[src/rtl/branch_pkg.sv]
// ============================================================================
// Module   : branch_pkg
// Brief    : Branch opcode encoding and default sizing for the branch stage.
// Revision : 1.0 - initial release
// ============================================================================
`default_nettype none

package branch_pkg;

   typedef enum logic [2:0] {
      BR_NONE = 3'd0,
      BR_BRZ  = 3'd1,
      BR_BRN  = 3'd2,
      BR_JREL = 3'd3,
      BR_JABS = 3'd4,
      BR_CALL = 3'd5,
      BR_RET  = 3'd6,
      BR_LOOP = 3'd7
   } br_op_t;

   localparam int RAS_N_DEF = 4;
   localparam int LW_DEF    = 8;

endpackage

`default_nettype wire

[src/rtl/ret_stack.sv]
// ============================================================================
// Module   : ret_stack
// Brief    : Circular return-address stack; a push while full overwrites the oldest entry.
// Revision : 1.0 - initial release
// ============================================================================
`default_nettype none

module ret_stack #(
   parameter int D     = 12,
   parameter int RAS_N = 4
) (
   input  logic                     clk,
   input  logic                     reset,
   input  logic                     push,
   input  logic                     pop,
   input  logic [D-1:0]             push_data,
   output logic [D-1:0]             top,
   output logic [$clog2(RAS_N):0]   depth,
   output logic                     full,
   output logic                     empty
);

   localparam int                 c_ptr_w      = $clog2(RAS_N);
   localparam logic [c_ptr_w:0]   c_depth_full = (c_ptr_w + 1)'(RAS_N);

   logic [D-1:0]         r_mem [RAS_N];
   logic [c_ptr_w-1:0]   r_ptr;
   logic [c_ptr_w:0]     r_depth;
   logic [c_ptr_w-1:0]   w_ptr_inc;

   assign w_ptr_inc = r_ptr + 1'b1;
   assign full      = (r_depth == c_depth_full);
   assign empty     = (r_depth == '0);
   assign depth     = r_depth;
   assign top       = r_mem[r_ptr];

   // The pointer wraps naturally, so a push on a full stack lands on the oldest slot.
   always_ff @(posedge clk) begin
      if (reset) begin
         r_ptr   <= '0;
         r_depth <= '0;
      end else if (push) begin
         r_ptr <= w_ptr_inc;
         if (!full)
            r_depth <= r_depth + 1'b1;
      end else if (pop && !empty) begin
         r_ptr   <= r_ptr - 1'b1;
         r_depth <= r_depth - 1'b1;
      end
   end

   always_ff @(posedge clk) begin
      if (!reset && push)
         r_mem[w_ptr_inc] <= push_data;
   end

endmodule

`default_nettype wire

[src/rtl/branch_ctrl.sv]
// ============================================================================
// Module   : branch_ctrl
// Brief    : Branch decode feeding the PC: flags, loop counter, return stack, zero-latency redirect.
// Revision : 1.0 - initial release
// ============================================================================
`default_nettype none

module branch_ctrl
   import branch_pkg::*;
#(
   parameter int D     = 12,
   parameter int RAS_N = RAS_N_DEF,
   parameter int LW    = LW_DEF
) (
   input  logic                     clk,
   input  logic                     reset,
   input  br_op_t                   br_op,
   input  logic [D-1:0]             br_offset,
   input  logic [D-1:0]             br_target,
   input  logic [D-1:0]             prog_ctr,
   input  logic                     alu_zero,
   input  logic                     alu_neg,
   input  logic                     flag_we,
   input  logic                     lc_load,
   input  logic [LW-1:0]            lc_value,
   output logic                     reljump_en,
   output logic                     absjump_en,
   output logic [D-1:0]             target,
   output logic [$clog2(RAS_N):0]   ras_depth,
   output logic                     ras_ovf,
   output logic                     ras_unf
);

   br_op_t           w_op;
   logic             r_zero;
   logic             r_neg;
   logic [LW-1:0]    r_lc;
   logic             r_ovf;
   logic             r_unf;
   logic             w_push;
   logic             w_pop;
   logic             w_lc_dec;
   logic [D-1:0]     w_top;
   logic [D-1:0]     w_ret_addr;
   logic             w_full;
   logic             w_empty;

   assign w_op       = reset ? BR_NONE : br_op;
   assign w_ret_addr = prog_ctr + 1'b1;
   assign ras_ovf    = r_ovf;
   assign ras_unf    = r_unf;

   ret_stack #(
      .D     (D),
      .RAS_N (RAS_N)
   ) u_ret_stack (
      .clk       (clk),
      .reset     (reset),
      .push      (w_push),
      .pop       (w_pop),
      .push_data (w_ret_addr),
      .top       (w_top),
      .depth     (ras_depth),
      .full      (w_full),
      .empty     (w_empty)
   );

   always_comb begin
      reljump_en = 1'b0;
      absjump_en = 1'b0;
      target     = '0;
      w_push     = 1'b0;
      w_pop      = 1'b0;
      w_lc_dec   = 1'b0;
      case (w_op)
         BR_BRZ: if (r_zero) begin
            reljump_en = 1'b1;
            target     = br_offset;
         end
         BR_BRN: if (r_neg) begin
            reljump_en = 1'b1;
            target     = br_offset;
         end
         BR_JREL: begin
            reljump_en = 1'b1;
            target     = br_offset;
         end
         BR_JABS: begin
            absjump_en = 1'b1;
            target     = br_target;
         end
         BR_CALL: begin
            absjump_en = 1'b1;
            target     = br_target;
            w_push     = 1'b1;
         end
         BR_RET: begin
            w_pop = 1'b1;
            if (!w_empty) begin
               absjump_en = 1'b1;
               target     = w_top;
            end
         end
         BR_LOOP: if (r_lc != '0) begin
            reljump_en = 1'b1;
            target     = br_offset;
            w_lc_dec   = 1'b1;
         end
         default: ;
      endcase
   end

   // Branches see the flags and counter from before this edge; a load wins over a decrement.
   always_ff @(posedge clk) begin
      if (reset) begin
         r_zero <= 1'b0;
         r_neg  <= 1'b0;
         r_lc   <= '0;
         r_ovf  <= 1'b0;
         r_unf  <= 1'b0;
      end else begin
         if (flag_we) begin
            r_zero <= alu_zero;
            r_neg  <= alu_neg;
         end
         if (lc_load)
            r_lc <= lc_value;
         else if (w_lc_dec)
            r_lc <= r_lc - 1'b1;
         if (w_push && w_full)
            r_ovf <= 1'b1;
         if (w_pop && w_empty)
            r_unf <= 1'b1;
      end
   end

endmodule

`default_nettype wire
[config.mk]
export PLATFORM = sky130hd
export DESIGN_NAME = branch_ctrl
export DESIGN_NICKNAME = d
export VERILOG_FILES = /design/src/rtl/branch_pkg.sv /design/src/rtl/ret_stack.sv /design/src/rtl/branch_ctrl.sv
export SDC_FILE = /design/constraint.sdc
export NUM_CORES = 1
export LEC_CHECK = 0
export BUFFER_PORTS_ARGS = -buffer_cell sky130_fd_sc_hd__buf_2
export CORE_ASPECT_RATIO = 0.8
export CORE_MARGIN = 4
export CORE_UTILIZATION = 30
export CTS_BUF_LIST = sky130_fd_sc_hd__clkbuf_8
export DETAILED_ROUTE_END_ITERATION = 6
export SETUP_SLACK_MARGIN = 0.4
export SLEW_MARGIN = 20
export SYNTH_ARGS = -nofsm -noshare
export SYNTH_HDL_FRONTEND = slang
export SYNTH_SLANG_ARGS = --single-unit
[constraint.sdc]
create_clock -name clk -period 3.1 [get_ports clk]
set_input_delay 0.62 -clock clk [delete_from_list [all_inputs] [get_ports clk]]
set_output_delay 0.62 -clock clk [all_outputs]
set_load 0.005 [all_outputs]
==> qor.txt <==
Leakage Power - 0.00162 uW
max-cap violations - 0
Power Density - 478 mW/mm^2
CP Launch Point - r_lc[0]
Seq/Total Area, Yosys - 0.568
r2r setup slk - 1360 ps
Fmax - 368 MHz
register share of total power - 0.517
Rows - 33
vias - 2,254
routed wire length - 7.35 mm
top post-synthesis cells by area - edfxtp_1 (45%), dfxtp_1 (12%), mux4_2 (8.4%)
clock-pin slew on the worst setup and hold paths - 70 ps
mean routed wirelength per cell - 15.7 um
hold crit path type - register to register
top cell type by total area after synthesis - edfxtp_1
Synth Instances - 240
final hold slack - 494 ps
Crit Path Max Fanout - 7
Worst path slowest cell - or3b_4
largest family of logic cells by synthesized area - compound AO/OA/AOI/OAI gates
first-pass GRT wire length - 11.6 mm
startpoint types - register
# setup viols final - 0
status - finished, final reports clean
Syn. warnings - 0
Critical Path AT - 2090 ps
dpl cells - 444
crit path capture - target[3]
largest net degree at the start of global routing - 21
Clock Skew - 9.58 ps
Slew Viols, Final - 0
Starting Density - 0.311
CTS Root Cell - clkbuf_8
die area - 0.0124 mm^2
grt ovf - 0
fin crit share - 0.876
vias in the first global route - 2,299
Synth Area in Compound Gates - 0.126
Antenna Cells - 0
Post-Synth Adder-Cell Area - 0.0336
post-synthesis xor/xnor area fraction - 0.0410
Peak VDD IR - 0.000204 V
layout cell share with drive strength beyond 1 - 0.404
GP Congestion - 0.835
syn avg cell area - 13.4 um^2
Final Power - 1920 uW
post-synth top area share - 0.449
all-layer global routing usage - 0.122
Final Hold Vio Count - 0
min Tclk post-route - 2710 ps
worst path required time - 2480 ps
Crit Reg-Reg Startpoint - r_lc[0]
Critical Path Stages - 7
Core Footprint - 0.0103 mm^2
RSZ-0062 raised after global routing - true
combinational cell fraction of total power - 0.109
P_sw - 460 uW
worst r2r dst - r_lc[0]
Post-CTS Hold Buffers - 0
Finished Layout Cells - 469
initial antenna violation count - 0
Mapped Area - 0.00321 mm^2
crit end category - output port
worst-path cell chain - inv_2 > ha_4 > or3b_4 > o21a_4 > or2_4 > a21o_2 > buf_2
vias per cell - 4.81
Max Buffers Root-to-Sink - 2
delay-heaviest family, CP - simple AND/OR/NAND/NOR gates
ys flop type - edfxtp_1
most common cell in the netlist - edfxtp_1
number of synthesized flops with an enable pin - 48
Yosys reg bits - 67
Final nets - 385
IO Pins - 72
Power Internal - 1460 uW
drt pass-1 iters - 4
clock latency on the worst-skew pair - 330 ps
Yosys cell types - 44
clock power share - 0.373
Rel. slew slack - 0.568
sw frac - 0.239
IO Port Bufs - 71
setup_tns - 0 ps
Worst Tran Pin Value - 649 ps
WP buf/inv - 2
Commonest cells post-synth - edfxtp_1 (48), dfxtp_1 (19), nor2_1 (17)
FFs w/ async S/R, synth - 0
Mapped Nets - 301
Post-Synth Simple-Gate Area - 0.104
CTS tree - built
clk sink count - 67
DR iter-0 viols - 114
Crit Path Class - register to output port
DP Worst Slack - 228 ps
CTS buffer count - 9
max incr delay on CP - 390 ps
post-route antenna net violation count - 0
worst r2r path cells - 7
Die H - 100 um
drt drc - 0
CTS H-tree lvls - 3
worst setup margin - 385 ps
die width - 124 um
multiplexer area fraction after synthesis - 0.100
area delta synth->final - 25.5%
Final HPWL DP - 5.20 mm
==> worst min-delay path, cell delays in order, from the launching register on <==
cell and delay (ps):
dfxtp_1 340, a41oi_1 50, nor2_1 70
==> layer usage <==
metal / vias to the layer above / track usage / wire length [um]
met5: - / 0 / 0
met4: 0 / 0.0332 / 72
met3: 8 / 0.0275 / 273
met2: 41 / 0.195 / 3560
met1: 1107 / 0.168 / 3440
li1: 1098 / - / -
==> sequential cells by signal (all words and copies together), names as in the netlist, named ones only <==
register	flops
u_ret_stack.r_ptr	2
u_ret_stack.depth	3
ras_ovf	1
r_lc	8
r_neg	1
ras_unf	1
r_zero	1
u_ret_stack.r_mem	48
==> how the worst min path moves through the flow <==
stage	startpoint	endpoint	cells past startpoint
after global placement	ras_ovf	ras_ovf	2
after global routing	ras_ovf	ras_ovf	2
final	ras_ovf	ras_ovf	2
after detailed placement	ras_ovf	ras_ovf	2
after CTS	ras_ovf	ras_ovf	2
after floorplan	r_zero	r_zero	2
==> layout make-up <==
class	instances	area, um^2
Timing Repair Buffer	85	464
Sequential cell	67	1830
Clock buffer	9	124
Clock inverter	7	76.3
Inverter	8	30.0
Tap cell	140	175
Multi-Input combinational cell	153	1330
Fill cell	987	6300
==> stage by stage <==
step                      utilization  cell area, um^2
after floorplan                     -             3210
final                           0.390             4030
after global routing            0.390             4030
after CTS                       0.388             4010
after global placement          0.361             3720
after detailed placement        0.361             3720
==> power groups by stage <==
stage / combinational (uW) / clock, uW / sequential [uW]
after CTS: 206 / 735 / 994
after global placement: 186 / 0 / 1010
after detailed placement: 189 / 0 / 1010
after global routing: 233 / 785 / 996
final: 210 / 718 / 994
after floorplan: 111 / 0 / 1010
==> cell families (layout without fill, tap and decap cells) <==
kind of cell,Yosys count,in the layout
AOI/OAI and AO/OA,53,53
xor gates and xnor gates,15,15
adders and majority gates,8,8
buffers and inverters,21,109
DFF,67,67
muxes,17,17
and+or+nand+nor,59,60
==> what timing repair did <==
item                       CTS  global route
pin swaps                    6             7
setup endpoints to repair   13            12
gates cloned                 1             0
gates resized for setup     12             1
setup buffers                6             2
==> cells in the final DEF, fill, tap and decap left out, types with 6 or more instances in the layout <==
master,n
mux4_2,12
a211oi_1,8
a22o_1,12
dfxtp_1,15
a21oi_1,8
clkbuf_8,9
a21o_1,11
buf_2,71
inv_1,6
xor2_1,6
ha_1,6
and3_1,6
nor2_1,16
buf_4,13
nand3_1,10
nand2_1,6
xnor2_1,9
edfxtp_1,48
Power figures use the tool's default switching activity.
